`src/rtl/wb_port_arbiter_pkg.sv`:
```
// rtl/wb_port_arbiter_pkg.sv - shared defaults, types and helpers for the write-back arbiter
package wb_pkg;
  localparam int NREQ_DEF = 4;
  localparam int AW_DEF   = 5;
  localparam int DW_DEF   = 32;
  localparam int CW_DEF   = 16;

  typedef struct packed {
    logic [AW_DEF-1:0] addr;
    logic [DW_DEF-1:0] data;
  } wb_req_t;

  typedef logic [$clog2(NREQ_DEF)-1:0] req_idx_t;

  // Ring increment for requester indices whose count need not be a power of two.
  function automatic int wrap_inc(input int idx, input int n);
    return (idx + 1 >= n) ? 0 : idx + 1;
  endfunction
endpackage

```
`src/rtl/wb_port_arbiter_if.sv`:
```
// rtl/wb_port_arbiter_if.sv - requester handshake bus plus the two regfile write ports
interface wb_port_arbiter_if
  import wb_pkg::*;
#(
  parameter int NREQ = NREQ_DEF,
  parameter int AW   = AW_DEF,
  parameter int DW   = DW_DEF
);
  logic [NREQ-1:0]          req_valid;
  logic [NREQ-1:0][AW-1:0]  req_addr;
  logic [NREQ-1:0][DW-1:0]  req_data;
  logic [NREQ-1:0]          req_ready;
  logic                     we_1;
  logic [AW-1:0]            writeaddr_1;
  logic [DW-1:0]            writedata_1;
  logic                     we_2;
  logic [AW-1:0]            writeaddr_2;
  logic [DW-1:0]            writedata_2;

  modport master (
    output req_valid, req_addr, req_data,
    input  req_ready, we_1, writeaddr_1, writedata_1, we_2, writeaddr_2, writedata_2
  );

  modport slave (
    input  req_valid, req_addr, req_data,
    output req_ready, we_1, writeaddr_1, writedata_1, we_2, writeaddr_2, writedata_2
  );
endinterface

```
`src/rtl/wb_port_arbiter_rr_pick.sv`:
```
// rtl/wb_port_arbiter_rr_pick.sv - first unmasked valid bit at or after start, wrapping
module wb_port_arbiter_rr_pick #(
  parameter int N  = 4,
  parameter int IW = (N > 1) ? $clog2(N) : 1
) (
  input  logic [N-1:0]  valid,
  input  logic [IW-1:0] start,
  input  logic [N-1:0]  mask,
  output logic          found,
  output logic [IW-1:0] idx
);
  logic [N-1:0] cand;
  int           pos;

  assign cand = valid & ~mask;

  // Walk the ring backwards so the nearest candidate to start is the last one written.
  always_comb begin
    found = 1'b0;
    idx   = '0;
    pos   = 0;
    for (int k = N - 1; k >= 0; k--) begin
      pos = int'(start) + k;
      if (pos >= N) pos = pos - N;
      if (cand[pos]) begin
        found = 1'b1;
        idx   = IW'(pos);
      end
    end
  end
endmodule

```
`src/rtl/wb_port_arbiter.sv`:
```
// rtl/wb_port_arbiter.sv - round-robin arbiter mapping up to two completing writes onto the regfile ports
module wb_port_arbiter
  import wb_pkg::*;
#(
  parameter int NREQ = NREQ_DEF,
  parameter int AW   = AW_DEF,
  parameter int DW   = DW_DEF,
  parameter int CW   = CW_DEF
) (
  input  logic               clk,
  input  logic               rst,
  input  logic               hold,
  wb_port_arbiter_if.slave   bus,
  output logic [CW-1:0]      conflict_cnt
);
  localparam int IW = (NREQ > 1) ? $clog2(NREQ) : 1;

  logic [NREQ-1:0] valid_eff;
  logic [NREQ-1:0] a_onehot, b_onehot, same_mask;
  logic            a_found, b_found, conflict;
  logic [IW-1:0]   a_idx, b_idx, b_start;
  logic [AW-1:0]   a_addr;

  logic [IW-1:0]   rr_q, rr_d;
  logic [CW-1:0]   cnt_q, cnt_d;
  logic            we_1_q, we_1_d, we_2_q, we_2_d;
  logic [AW-1:0]   addr_1_q, addr_1_d, addr_2_q, addr_2_d;
  logic [DW-1:0]   data_1_q, data_1_d, data_2_q, data_2_d;

  // Masking valid with hold suppresses every pick, which freezes rr and the counter for free.
  assign valid_eff = bus.req_valid & {NREQ{~hold}};

  wb_port_arbiter_rr_pick #(.N(NREQ), .IW(IW)) u_pick_a (
    .valid (valid_eff),
    .start (rr_q),
    .mask  ('0),
    .found (a_found),
    .idx   (a_idx)
  );

  assign a_addr  = bus.req_addr[a_idx];
  assign b_start = IW'(wrap_inc(int'(a_idx), NREQ));

  always_comb begin
    a_onehot  = '0;
    same_mask = '0;
    if (a_found) a_onehot[a_idx] = 1'b1;
    for (int i = 0; i < NREQ; i++) begin
      same_mask[i] = (bus.req_addr[i] == a_addr) && (a_addr != '0);
    end
  end

  wb_port_arbiter_rr_pick #(.N(NREQ), .IW(IW)) u_pick_b (
    .valid (valid_eff),
    .start (b_start),
    .mask  (a_onehot | same_mask),
    .found (b_found),
    .idx   (b_idx)
  );

  always_comb begin
    b_onehot = '0;
    if (b_found) b_onehot[b_idx] = 1'b1;
  end

  assign conflict      = a_found && ((valid_eff & same_mask & ~a_onehot) != '0);
  assign bus.req_ready = rst ? ((a_onehot | b_onehot) & valid_eff) : '0;

  always_comb begin
    we_1_d   = a_found;
    addr_1_d = a_found ? bus.req_addr[a_idx] : addr_1_q;
    data_1_d = a_found ? bus.req_data[a_idx] : data_1_q;
    we_2_d   = b_found;
    addr_2_d = b_found ? bus.req_addr[b_idx] : addr_2_q;
    data_2_d = b_found ? bus.req_data[b_idx] : data_2_q;

    rr_d = rr_q;
    if (b_found)      rr_d = IW'(wrap_inc(int'(b_idx), NREQ));
    else if (a_found) rr_d = IW'(wrap_inc(int'(a_idx), NREQ));

    cnt_d = cnt_q;
    if (conflict && (cnt_q != {CW{1'b1}})) cnt_d = cnt_q + 1'b1;
  end

  always_ff @(posedge clk or negedge rst) begin
    if (!rst) begin
      rr_q     <= '0;
      cnt_q    <= '0;
      we_1_q   <= 1'b0;
      addr_1_q <= '0;
      data_1_q <= '0;
      we_2_q   <= 1'b0;
      addr_2_q <= '0;
      data_2_q <= '0;
    end else begin
      rr_q     <= rr_d;
      cnt_q    <= cnt_d;
      we_1_q   <= we_1_d;
      addr_1_q <= addr_1_d;
      data_1_q <= data_1_d;
      we_2_q   <= we_2_d;
      addr_2_q <= addr_2_d;
      data_2_q <= data_2_d;
    end
  end

  assign bus.we_1        = we_1_q;
  assign bus.writeaddr_1 = addr_1_q;
  assign bus.writedata_1 = data_1_q;
  assign bus.we_2        = we_2_q;
  assign bus.writeaddr_2 = addr_2_q;
  assign bus.writedata_2 = data_2_q;
  assign conflict_cnt    = cnt_q;
endmodule
```
`src/flat_wrapper.sv`:
```
// flat-port wrapper written by rule: the top's interface ports become plain ports
module wb_port_arbiter_flat import wb_pkg::*;
#(
  parameter int NREQ = NREQ_DEF,
  parameter int AW   = AW_DEF,
  parameter int DW   = DW_DEF,
  parameter int CW   = CW_DEF
)
  (clk, rst, hold, conflict_cnt, bus_req_valid, bus_req_addr, bus_req_data, bus_req_ready, bus_we_1, bus_writeaddr_1, bus_writedata_1, bus_we_2, bus_writeaddr_2, bus_writedata_2);
  wb_port_arbiter_if #(.NREQ(NREQ), .AW(AW), .DW(DW)) bus_i ();
  input  logic clk;
  input  logic rst;
  input  logic hold;
  output logic [CW-1:0] conflict_cnt;
  input wire logic [$bits(bus_i.req_valid)-1:0] bus_req_valid;
  input wire logic [$bits(bus_i.req_addr)-1:0] bus_req_addr;
  input wire logic [$bits(bus_i.req_data)-1:0] bus_req_data;
  output wire logic [$bits(bus_i.req_ready)-1:0] bus_req_ready;
  output wire logic [$bits(bus_i.we_1)-1:0] bus_we_1;
  output wire logic [$bits(bus_i.writeaddr_1)-1:0] bus_writeaddr_1;
  output wire logic [$bits(bus_i.writedata_1)-1:0] bus_writedata_1;
  output wire logic [$bits(bus_i.we_2)-1:0] bus_we_2;
  output wire logic [$bits(bus_i.writeaddr_2)-1:0] bus_writeaddr_2;
  output wire logic [$bits(bus_i.writedata_2)-1:0] bus_writedata_2;
  assign bus_i.req_valid = bus_req_valid;
  assign bus_i.req_addr = bus_req_addr;
  assign bus_i.req_data = bus_req_data;
  assign bus_req_ready = bus_i.req_ready;
  assign bus_we_1 = bus_i.we_1;
  assign bus_writeaddr_1 = bus_i.writeaddr_1;
  assign bus_writedata_1 = bus_i.writedata_1;
  assign bus_we_2 = bus_i.we_2;
  assign bus_writeaddr_2 = bus_i.writeaddr_2;
  assign bus_writedata_2 = bus_i.writedata_2;
  wb_port_arbiter #(.NREQ(NREQ), .AW(AW), .DW(DW), .CW(CW)) u_core (.clk(clk), .rst(rst), .hold(hold), .bus(bus_i), .conflict_cnt(conflict_cnt));
endmodule
```
`config.mk`:
```
export PLATFORM = sky130hd
export DESIGN_NAME = wb_port_arbiter_flat
export DESIGN_NICKNAME = d
export VERILOG_FILES = /design/src/rtl/wb_port_arbiter_pkg.sv /design/src/rtl/wb_port_arbiter_if.sv /design/src/rtl/wb_port_arbiter_rr_pick.sv /design/src/rtl/wb_port_arbiter.sv /design/src/flat_wrapper.sv
export SDC_FILE = /design/constraint.sdc
export NUM_CORES = 1
export LEC_CHECK = 0
export CAP_MARGIN = 10
export CELL_PAD_IN_SITES_DETAIL_PLACEMENT = 0
export CELL_PAD_IN_SITES_GLOBAL_PLACEMENT = 1
export CORE_MARGIN = 5
export CORE_UTILIZATION = 54
export DETAILED_ROUTE_END_ITERATION = 7
export DONT_BUFFER_PORTS = 1
export GPL_ROUTABILITY_DRIVEN = 1
export PLACE_DENSITY_LB_ADDON = 0.12
export SLEW_MARGIN = 20
export SYNTH_ARGS = -nofsm -noshare
export SYNTH_HDL_FRONTEND = slang
export SYNTH_HIERARCHICAL = 1
export SYNTH_SLANG_ARGS = --single-unit
```
`constraint.sdc`:
```
create_clock -name clk -period 24.6 [get_ports clk]
set_clock_uncertainty 0.2 [all_clocks]
set_input_delay 4.92 -clock clk [delete_from_list [all_inputs] [get_ports clk]]
set_output_delay 4.92 -clock clk [all_outputs]
set_load 0.02 [all_outputs]
```
==> results of run 1 <==
[layout by cell type (no fill, tap or decap), types with 3 or more instances in the layout]
| cell type | instances |
|---|---|
| dfrtp_1 | 94 |
| mux4_2 | 74 |
| mux2_2 | 74 |
| nand2_1 | 25 |
| xnor2_1 | 20 |
| xor2_1 | 13 |
| nand3_1 | 11 |
| clkbuf_16 | 9 |
| ha_1 | 9 |
| nor3_1 | 7 |
| nor4_1 | 7 |
| nor3b_1 | 7 |
| buf_4 | 7 |
| conb_1 | 7 |
| inv_1 | 6 |
| o21ai_0 | 6 |
| nor2_1 | 5 |
| nand2b_1 | 5 |
| clkinv_2 | 4 |
| nor2b_1 | 4 |
| a21oi_1 | 4 |
| o21a_1 | 4 |
| mux2_1 | 3 |
| nand4_1 | 3 |
[cells by family (layout without fill, tap and decap cells)]
| family | after synthesis | in the layout |
|---|---|---|
| adder cells (fa/ha/maj) | 9 | 9 |
| AND/OR/NAND/NOR | 89 | 89 |
| AO/OA/AOI/OAI | 24 | 24 |
| multiplexers | 153 | 153 |
| flip-flops | 94 | 94 |
| XOR/XNOR | 33 | 33 |
| other | 1 | 7 |
| buffers and inverters | 35 | 29 |
[Yosys cell counts (all sizes together) (5+ instances only)]
| cell | instances |
|---|---|
| buf | 13 |
| nand2 | 25 |
| nor4 | 10 |
| nand3 | 11 |
| nand2b | 7 |
| dfrtp | 94 |
| clkbuf | 16 |
| nor3b | 7 |
| mux4 | 74 |
| nor3 | 7 |
| inv | 6 |
| nor2 | 5 |
| o21ai | 6 |
| xor2 | 13 |
| xnor2 | 20 |
| ha | 9 |
| mux2 | 77 |
[metrics by stage]
stage	area (sq um)	hold WS (ns)	power [uW]	setup WS (ns)
floorplan	6176	0.3896	387.2	9.052
global placement	6369	0.4382	423.6	8.968
detailed placement	6369	0.4379	428.2	8.816
CTS	6646	0.4516	561.2	8.824
global route	6646	0.4669	583.4	8.533
finish	6646	0.4452	555.1	8.871
[layer usage]
layer,track usage,vias up
met3,0.1078,34
li1,-,1691
met4,0.09021,0
met1,0.2944,2010
met2,0.3895,195
met5,0,-
[worst max-delay path, delay by kind of cell]
family          cells  cell delay (ns)
simple gates        7             1.61
fa+ha+maj           1             0.21
buf+inv             2             1.10
xor+xnor            1             0.18
compound gates      4             1.82
mux                 1             0.75
[flip-flops by register name, summed over array words and instances, names as in the netlist]
name and flops:
u_core/bus.we_2 1, u_core/bus.writedata_2 32, u_core/bus.writeaddr_1 5, u_core/rr_q 2, u_core/bus.writedata_1 32, u_core/bus.we_1 1
u_core/bus.writeaddr_2 5, u_core/conflict_cnt 16
[power groups by stage]
stage | Clock [uW] | Sequential [uW] | Combinational (uW)
final | 132 | 279 | 144
after global placement | 0 | 283 | 141
after floorplan | 0 | 267 | 120
after detailed placement | 0 | 283 | 145
after global routing | 143 | 285 | 156
after CTS | 135 | 281 | 145
[final timing paths]
| kind | startpoint | end | slack [ns] |
|---|---|---|---|
| max reg2reg | u_core/rr_q[1] | u_core/bus.writedata_2[1] | 18.54 |
| min | u_core/conflict_cnt[6] | u_core/conflict_cnt[6] | 0.45 |
| max | bus_req_valid[1] | bus_req_ready[2] | 8.87 |
| max in group asynchronous | rst | u_core/rr_q[1] | 19.91 |
| min in group asynchronous | rst | u_core/bus.we_1 | 4.07 |
| min reg2reg | u_core/conflict_cnt[6] | u_core/conflict_cnt[6] | 0.45 |
[final cells by class]
class	instances	area, sq um	area share
multi-input cells	315	3762	0.5661
flip-flops and latches	94	2352	0.3539
clock buffers	9	225.2	0.03389
well taps	143	178.9	0.02692
clock inverters	7	52.55	0.007907
repair buffers	7	52.55	0.007907
inverters	6	22.52	0.003389
==> impl_metrics.csv, run 1 <==
group,metric,value,unit
logic_synthesis,ys_seq_area_frac,0.3823,
detailed_routing,drc,0,
sta,final.period_utilization,0.6394,
min_path,hp-class,"reg2reg",
detailed_routing,met3_wirelength,1978,um
power,combPwrFrac,0.259,
logic_synthesis,synth.distinct_cells,40,
power,p_switching,207.6,uW
worst_setup_path,end_kind,"output port",
sta,finalSetupViolCount,0,
cts,htree_num_levels,3,
finish,fin_nets,597,
floorplanning,die_width,116.8,um
logic_synthesis,synth_edf_count,0,
worst_setup_path,cpPeakStageDelay,0.75,ns
power,p_int,347.5,uW
detailed_routing,met1_length,5895,um
logic_synthesis,synthSimpleGateAreaFrac,0.08499,
cts,cts_buffer_depth,2,
worst_setup_path,slowest_stage,"mux4_2",
logic_synthesis,synth_top_family_by_area,"multiplexers",
logic_synthesis,synthArstFlopShare,1.000,
placed_design,gp_congestion,0.7807,
finish,fillerInstances,888,
logic_synthesis,syn_area,6153,sq um
cts,path_clk_slew,0.07,ns
detailed_routing,wl_per_cell,28.20,um
logic_synthesis,synth-xor-area-share,0.04697,
logic_synthesis,yosys.area.top_type,"dfrtp_1",
floorplanning,die_area,13630,sq um
floorplanning,std_cell_rows,39,
global_routing,grt_pass1_vias,4373,
worst_setup_path,path_cells,"nor2b_1, nand2b_1, o21a_1, nor4_2, buf_4, mux4_2, xnor2_1, nand3_1, o21ai_0, and3b_1, or3b_1, a2bb2oi_4, buf_4, ha_1, nand2_1, a21oi_1",
global_routing,antenna_found_initial,0,
run_status,outcome,"finished, final reports clean",
sta,clock.fmax,63.58,MHz
power,power_density,83.52,nW/um^2
power,vdd_drop_max,0.03998,mV
finish,final_layout_size_suffix_gt1_frac,0.4224,
floorplanning,core_area,11270,sq um
cts,root_buffer,"clkbuf_16",
logic_synthesis,synthAdderAreaFrac,0.01830,
logic_synthesis,synthTopCellsByArea,"dfrtp_1 38%, mux4_2 27%, mux2_2 14%",
cts,clock_sinks,94,
detailed_routing,dr.pass1.iters,4,
cts,cts_tree,"yes",
logic_synthesis,yosys_warnings,6,
logic_synthesis,synth_compound_area_frac,0.02847,
logic_synthesis,ys_seq_elements,94,
detailed_routing,dr_total_vias,3930,
logic_synthesis,synth_top_cell_area_share,0.3823,
floorplanning,num_io_pins,251,
min_path,hold_depth,1,
global_routing,grtUsageTotal,0.2440,
power,switching_share,0.3740,
floorplanning,initial_core_util,0.5459,
cts,post_cts_resized,0,
finish,syn_to_final_growth,8.011,%
flow_run,drv_cap,0,
detailed_routing,drt_iter0_drc,234,
worst_setup_path,crit_arrival,10.61,ns
logic_synthesis,synth-main-ff-cell,"dfrtp_1",
floorplanning,fp.dieH,116.8,um
worst_setup_path,start_kind,"input port",
sta,relSlewSlack,0.4485,
worst_setup_path,cp_max_fo,41,
sta,hold_violations,0,
cts,clk_latency,0.34,ns
placed_design,port_buffers,0,
logic_synthesis,synth_cells,438,
detailed_routing,wl_met2,8025,um
sta,rsz0062_at_grt,"false",
worst_setup_path,required,19.48,ns
detailed_routing,vias_per_cell,6.764,
detailed_routing,maxUsedRoutingLayer,"met4",
finish,antenna_cells,0,
cts,cts_buffers,9,
sta,worst_slew_pin_slew,0.8211,ns
logic_synthesis,avgSynthCellArea,14.05,sq um
logic_synthesis,muxShareOfSynthArea,0.4150,
placed_design,dp_hpwl,12110,um
worst_setup_path,crit_path_frequent_cell,"buf_4",
sta,fin_tns_setup,0,ns
detailed_routing,ant_nets,0,
power,power_frac_seq,0.503,
detailed_routing,wl,16380,um
worst_setup_path,rr_worst_depth,14,
power,pwr-share-clk,0.239,
global_routing,grt_pass1_wl,25100,um
finish,final_cells,581,
worst_setup_path,setup.worst_path.class,"in2out",
cts,post_cts.repair.setup_buffers,0,
global_routing,grt_max_degree,99,
power,leakagePower,0.002511,uW
sta,period_needed,15.73,ns
cts,ctsHoldBuffers,0,
finish,final_util,0.5896,
global_routing,grt_overflow,0,
placed_design,dp_cells,565,
sta,slew_viol_final,0,
Power figures use the tool's default switching activity.
==> run 2: changes to the inputs <==
--- a/config.mk
+++ b/config.mk
@@ -9,7 +9,7 @@
 export CELL_PAD_IN_SITES_DETAIL_PLACEMENT = 0
 export CELL_PAD_IN_SITES_GLOBAL_PLACEMENT = 1
 export CORE_MARGIN = 5
-export CORE_UTILIZATION = 54
+export CORE_UTILIZATION = 45
 export DETAILED_ROUTE_END_ITERATION = 7
 export DONT_BUFFER_PORTS = 1
 export GPL_ROUTABILITY_DRIVEN = 1
==> constraint.sdc (replaced) <==
create_clock -name clk -period 13.3 [get_ports clk]
set_clock_uncertainty 0.2 [all_clocks]
set_input_delay 2.66 -clock clk [delete_from_list [all_inputs] [get_ports clk]]
set_output_delay 2.66 -clock clk [all_outputs]
set_load 0.02 [all_outputs]
==> run 2 against run 1 <==
Global-route usage is 3.7 points lower. Wire length is essentially flat. Clock power increased by 130%. Count of clock-buffer cells in the layout grew 2. Cell area increased by 1.5%. Total power up 95%. Worst setup slack got worse by 6.5 ns. Via count down 0.89%. Sequential share of layout area is 0.54 points lower. First-iteration DRC count up 36%. Die area grew 18%. Flip-flop and latch count is the same.
==> impl_metrics.csv, run 2 (synthesized netlist as in run 1, its figures left out) <==
group,metric,value,unit
worst_setup_path,path_cells,"nor2b_1, nand2b_1, o21a_1, nor4_2, buf_4, mux4_2, or4_4, o211ai_1, o21ai_0, nand2b_1, o21a_1, nor4_2, buf_4, ha_1, nand2_1, a21oi_1",
floorplanning,die_area,16110,sq um
finish,fin_nets,597,
sta,worst_slew_pin_slew,0.7939,ns
floorplanning,fp.dieH,126.9,um
sta,period_needed,10.96,ns
cts,cts_buffer_depth,2,
finish,multi_input_area,3762,sq um
sta,fin_tns_setup,0,ns
worst_setup_path,crit_arrival,8.10,ns
sta,rsz0062_at_grt,"false",
worst_setup_path,cp_top_family,"simple AND/OR/NAND/NOR gates",
worst_setup_path,setup.worst_path.class,"in2out",
finish,final_cells,614,
finish,fin_area,6749,sq um
finish,final_layout_size_suffix_gt1_frac,0.4178,
floorplanning,num_io_pins,251,
min_path,hp-class,"reg2reg",
cts,root_buffer,"clkbuf_16",
floorplanning,core_area,13350,sq um
power,power_density,160.0,nW/um^2
sta,hold_violations,0,
floorplanning,initial_core_util,0.4610,
cts,post_cts.repair.setup_buffers,0,
sta,relSlewSlack,0.4668,
finish,layout_commonest_cell,"dfrtp_1",
floorplanning,die_width,126.9,um
cts,cts_tree,"yes",
worst_setup_path,cpPeakStageDelay,0.70,ns
power,combPwrFrac,0.246,
global_routing,grt_pass1_wl,25670,um
power,vdd_drop_max,0.06372,mV
finish,ff_latch_area,2352,sq um
power,p_int,700.4,uW
power,leakagePower,0.002539,uW
power,pwr-share-clk,0.276,
global_routing,grt_max_degree,99,
finish,fillerInstances,1150,
detailed_routing,dr.pass1.iters,4,
worst_setup_path,critPathBufInv,2,
cts,clock_sinks,94,
global_routing,antenna_found_initial,0,
power,power_frac_seq,0.478,
cts,clk_latency,0.34,ns
detailed_routing,dr_total_vias,3895,
cts,post_cts_resized,0,
placed_design,dp_hpwl,12030,um
detailed_routing,ant_nets,0,
global_routing,grt_pass1_vias,4329,
cts,cts_buffers,9,
power,p_total,1080,uW
cts,ctsHoldBuffers,0,
detailed_routing,wl_per_cell,26.69,um
sta,slew_viol_final,0,
global_routing,grt_overflow,0,
run_status,outcome,"finished, final reports clean",
detailed_routing,drc,0,
sta,clock.fmax,91.22,MHz
placed_design,dp_cells,598,
finish,antenna_cells,0,
worst_setup_path,end_kind,"output port",
detailed_routing,wl,16390,um
cts,path_clk_slew,0.06,ns
sta,finalSetupViolCount,0,
power,p_switching,379.7,uW
detailed_routing,drt_iter0_drc,318,
finish,final_cell_mix,"94 x dfrtp_1, 74 x mux4_2, 74 x mux2_2",
placed_design,gp_congestion,0.8335,
floorplanning,std_cell_rows,42,
cts,htree_num_levels,3,
global_routing,grtUsageTotal,0.2066,
placed_design,postPlaceCellArea,6410,sq um
worst_setup_path,required,10.44,ns
sta,final.period_utilization,0.8242,
worst_setup_path,cp_max_fo,41,
worst_setup_path,start_kind,"input port",
finish,syn_to_final_growth,9.679,%
power,switching_share,0.3515,
detailed_routing,vias_per_cell,6.344,
placed_design,port_buffers,0,
worst_setup_path,slowest_stage,"mux4_2",
sta,hold_slack,0.4520,ns
flow_run,drv_cap,0,
-- run 2: changes by cell type in the layout (fill, tap and decap cells not counted), sizes merged --
cell	previous run	this run
clkinvlp	1	0
clkinv	6	1
bufinv	0	3
inv	6	7
clkbuf	9	11
-- run 2: worst paths after layout --
kind                                          from                         end  slack (ns)  cells past startpoint
hold reg to reg            u_core/conflict_cnt[13]     u_core/conflict_cnt[13]        0.45                      1
setup / recovery                  bus_req_valid[1]            bus_req_ready[3]        2.34                     16
max in group asynchronous                      rst              u_core/rr_q[0]       10.88                      0
setup reg to reg                    u_core/rr_q[1]  u_core/bus.writedata_2[30]        7.30                     14
min in group asynchronous                      rst             u_core/bus.we_1        1.81                      0
hold / removal             u_core/conflict_cnt[13]     u_core/conflict_cnt[13]        0.45                      1
-- run 2: through the flow --
step,setup WS [ns],util
detailed placement,2.237,0.4802
global route,1.765,0.5056
CTS,2.210,0.5056
finish,2.338,0.5056
floorplan,2.272,-
global placement,2.323,0.4802
-- run 2: routing by layer --
| layer | GRT usage | part of all wire | routed length, um | vias up |
|---|---|---|---|---|
| li1 | - | - | - | 1693 |
| met1 | 0.2499 | 0.37 | 6005 | 1990 |
| met2 | 0.3409 | 0.50 | 8236 | 196 |
| met3 | 0.08533 | 0.12 | 1902 | 16 |
| met4 | 0.05994 | 0.015 | 240 | 0 |
| met5 | 0 | 0 | 0 | - |
-- run 2: power groups by stage --
stage / Sequential (uW) / Combinational [uW] / Clock, uW
5_1_grt: 527 / 290 / 318
3_3_place_gp: 525 / 264 / 0
2_1_floorplan: 494 / 222 / 0
4_1_cts: 520 / 269 / 307
3_5_place_dp: 524 / 269 / 0
6_report: 516 / 266 / 298
-- run 2: area by class of cell --
class                           instances  share of cell area
Clock buffer                           11             0.03448
Sequential cell                        94              0.3485
Tap cell                              176             0.03263
Inverter                                6            0.003337
Timing Repair Buffer                    7            0.007786
Clock inverter                          5             0.01576
Multi-Input combinational cell        315              0.5575
-- run 2: worst register-to-register path, stage by stage, from the launching register on --
cell and delay, ns:
dfrtp_1 0.47, and3b_1 0.23, o21a_1 0.18, nor4_2 0.25, buf_4 0.66, mux4_2 0.71
or4_4 0.61, o211ai_1 0.23, o21ai_0 0.10, nand2b_1 0.24, o21a_1 0.24, nor4_2 0.30
buf_4 0.57, mux4_2 0.64, mux2_2 0.27
==> run 3: changes to the inputs <==
--- a/config.mk
+++ b/config.mk
@@ -9,7 +9,7 @@
 export CELL_PAD_IN_SITES_DETAIL_PLACEMENT = 0
 export CELL_PAD_IN_SITES_GLOBAL_PLACEMENT = 1
 export CORE_MARGIN = 5
-export CORE_UTILIZATION = 45
+export CORE_UTILIZATION = 50
 export DETAILED_ROUTE_END_ITERATION = 7
 export DONT_BUFFER_PORTS = 1
 export GPL_ROUTABILITY_DRIVEN = 1
==> constraint.sdc (replaced) <==
create_clock -name clk -period 10.4 [get_ports clk]
set_clock_uncertainty 0.2 [all_clocks]
set_input_delay 2.08 -clock clk [delete_from_list [all_inputs] [get_ports clk]]
set_output_delay 2.08 -clock clk [all_outputs]
set_load 0.02 [all_outputs]
==> run 3 against run 2 <==
Critical path depth did not move. Utilization up 4.9 points. Sequential power up 28%.
==> impl_metrics.csv, run 3 (synthesized netlist as in run 1, its figures left out) <==
group,metric,value,unit
finish,fin_nets,599,
sta,relSlewSlack,0.4111,
floorplanning,core_area,12060,sq um
worst_setup_path,r2r-end,"u_core/bus.writedata_2[31]",
worst_setup_path,reg2reg_slack,4.35,ns
placed_design,dp_cells,592,
min_path,min_to,"u_core/conflict_cnt[6]",
worst_setup_path,end_kind,"output port",
cts,path_clk_slew,0.07,ns
detailed_routing,drt_iter0_drc,214,
cts,cts_buffers,9,
finish,final_layout_size_suffix_gt1_frac,0.4227,
finish,ff_latch_area,2352,sq um
sta,hold_violations,0,
global_routing,grtUsageTotal,0.2264,
floorplanning,std_cell_rows,40,
cts,post_cts.repair.setup_buffers,0,
placed_design,port_buffers,0,
worst_setup_path,cp_max_fo,19,
sta,final.period_utilization,0.8959,
finish,antenna_cells,0,
detailed_routing,vias_per_cell,6.462,
floorplanning,fp.dieH,120.9,um
detailed_routing,dr.pass1.iters,4,
cts,clk_latency,0.34,ns
power,power_density,196.4,nW/um^2
sta,period_needed,9.317,ns
sta,worst_slew_pin_slew,0.8768,ns
detailed_routing,wl,16140,um
finish,final_cell_mix,"94 x dfrtp_1, 74 x mux4_2, 74 x mux2_2",
global_routing,grt_max_degree,99,
min_path,hp-class,"reg2reg",
power,leakagePower,0.002523,uW
sta,fin_tns_setup,0,ns
worst_setup_path,rr_worst_depth,14,
cts,cts_tree,"yes",
global_routing,grt_pass1_vias,4361,
placed_design,dp_hpwl,12120,um
cts,ctsHoldBuffers,0,
finish,final_util,0.5547,
finish,fillerInstances,992,
global_routing,grt_pass1_wl,25450,um
sta,finalSetupViolCount,0,
worst_setup_path,r2r-start,"u_core/rr_q[1]",
sta,clock.fmax,107.3,MHz
placed_design,gp_congestion,0.8250,
cts,post_cts_resized,0,
detailed_routing,dr_total_vias,3929,
finish,layout_commonest_cell,"dfrtp_1",
cts,clock_sinks,94,
cts,cts_buffer_depth,2,
finish,final_cells,608,
global_routing,grt_overflow,0,
worst_setup_path,start_kind,"input port",
floorplanning,initial_core_util,0.5102,
global_routing,antenna_found_initial,0,
min_path,hold_depth,1,
floorplanning,die_width,120.9,um
flow_run,drv_cap,0,
finish,syn_to_final_growth,8.723,%
detailed_routing,drc,0,
sta,slew_viol_final,0,
cts,htree_num_levels,3,
worst_setup_path,crit_arrival,7.04,ns
cts,root_buffer,"clkbuf_16",
finish,multi_input_area,3762,sq um
detailed_routing,wl_per_cell,26.55,um
power,p_total,1314,uW
floorplanning,num_io_pins,251,
global_routing,busiest_layer,"met2",
worst_setup_path,required,8.12,ns
sta,rsz0062_at_grt,"false",
power,vdd_drop_max,0.08351,mV
global_routing,met1_usage,0.2756,
min_path,hp-start,"u_core/conflict_cnt[6]",
detailed_routing,ant_nets,0,
global_routing,use_met3,0.09557,
floorplanning,die_area,14630,sq um
worst_setup_path,setup.worst_path.class,"in2out",
run_status,outcome,"finished, final reports clean",
global_routing,met2_usage,0.3668,
-- run 3: changes by cell type in the layout (fill, tap and decap cells not counted), sizes merged --
cell,before,now
buf,7,9
bufinv,3,0
clkinv,1,4
-- run 3: metal layers --
layer,part of all wire,up-vias
li1,-,1692
met1,0.36,2030
met2,0.50,183
met3,0.12,24
met4,0.021,0
met5,0,-
-- run 3: how the worst max path moves through the flow --
stage | from | end | slack (ns) | cells after the start
2_1_floorplan | bus_req_valid[1] | bus_req_ready[0] | 0.53 | 18
3_3_place_gp | bus_req_valid[1] | bus_req_ready[3] | 1.11 | 16
3_5_place_dp | bus_req_valid[1] | bus_req_ready[3] | 1.05 | 16
4_1_cts | bus_req_valid[1] | bus_req_ready[3] | 1.03 | 16
5_1_grt | bus_req_valid[1] | bus_req_ready[3] | 0.66 | 16
6_report | bus_req_valid[1] | bus_req_ready[3] | 1.08 | 16
-- run 3: power by group --
group	switching (uW)	leakage [uW]	internal, uW
logic	141	0.00125	201
clock network	143	0.000140	169
registers	200	0.00113	460
total	484	0.00252	829
-- run 3: area by class of cell --
type	instances	area share
multi-input combinational	315	0.5624
sequential	94	0.3516
clock buffer	11	0.03628
clock inverter	5	0.004863
inverter	6	0.003366
timing repair buffer	9	0.01010
tap	168	0.03142
-- run 3: worst max-delay path, cell delays in order --
cell and delay (ns):
nor2b_1 0.30, nand2b_1 0.22, o21a_1 0.25, nor4_2 0.30, buf_4 0.40, mux4_2 0.66, or4_4 0.61, o211ai_2 0.18
o21ai_0 0.10, nand2b_4 0.18, or3b_1 0.44, a2bb2oi_4 0.25, buf_4 0.32, ha_1 0.23, nand2_1 0.06, a21oi_1 0.45
-- run 3: through the flow --
step	instance area (sq um)	setup WS [ns]	hold WS, ns
after floorplan	6176	0.5325	0.3896
after global placement	6415	1.111	0.4347
after detailed placement	6415	1.047	0.4382
after CTS	6690	1.027	0.4535
after global routing	6690	0.6550	0.4673
final	6690	1.083	0.4413
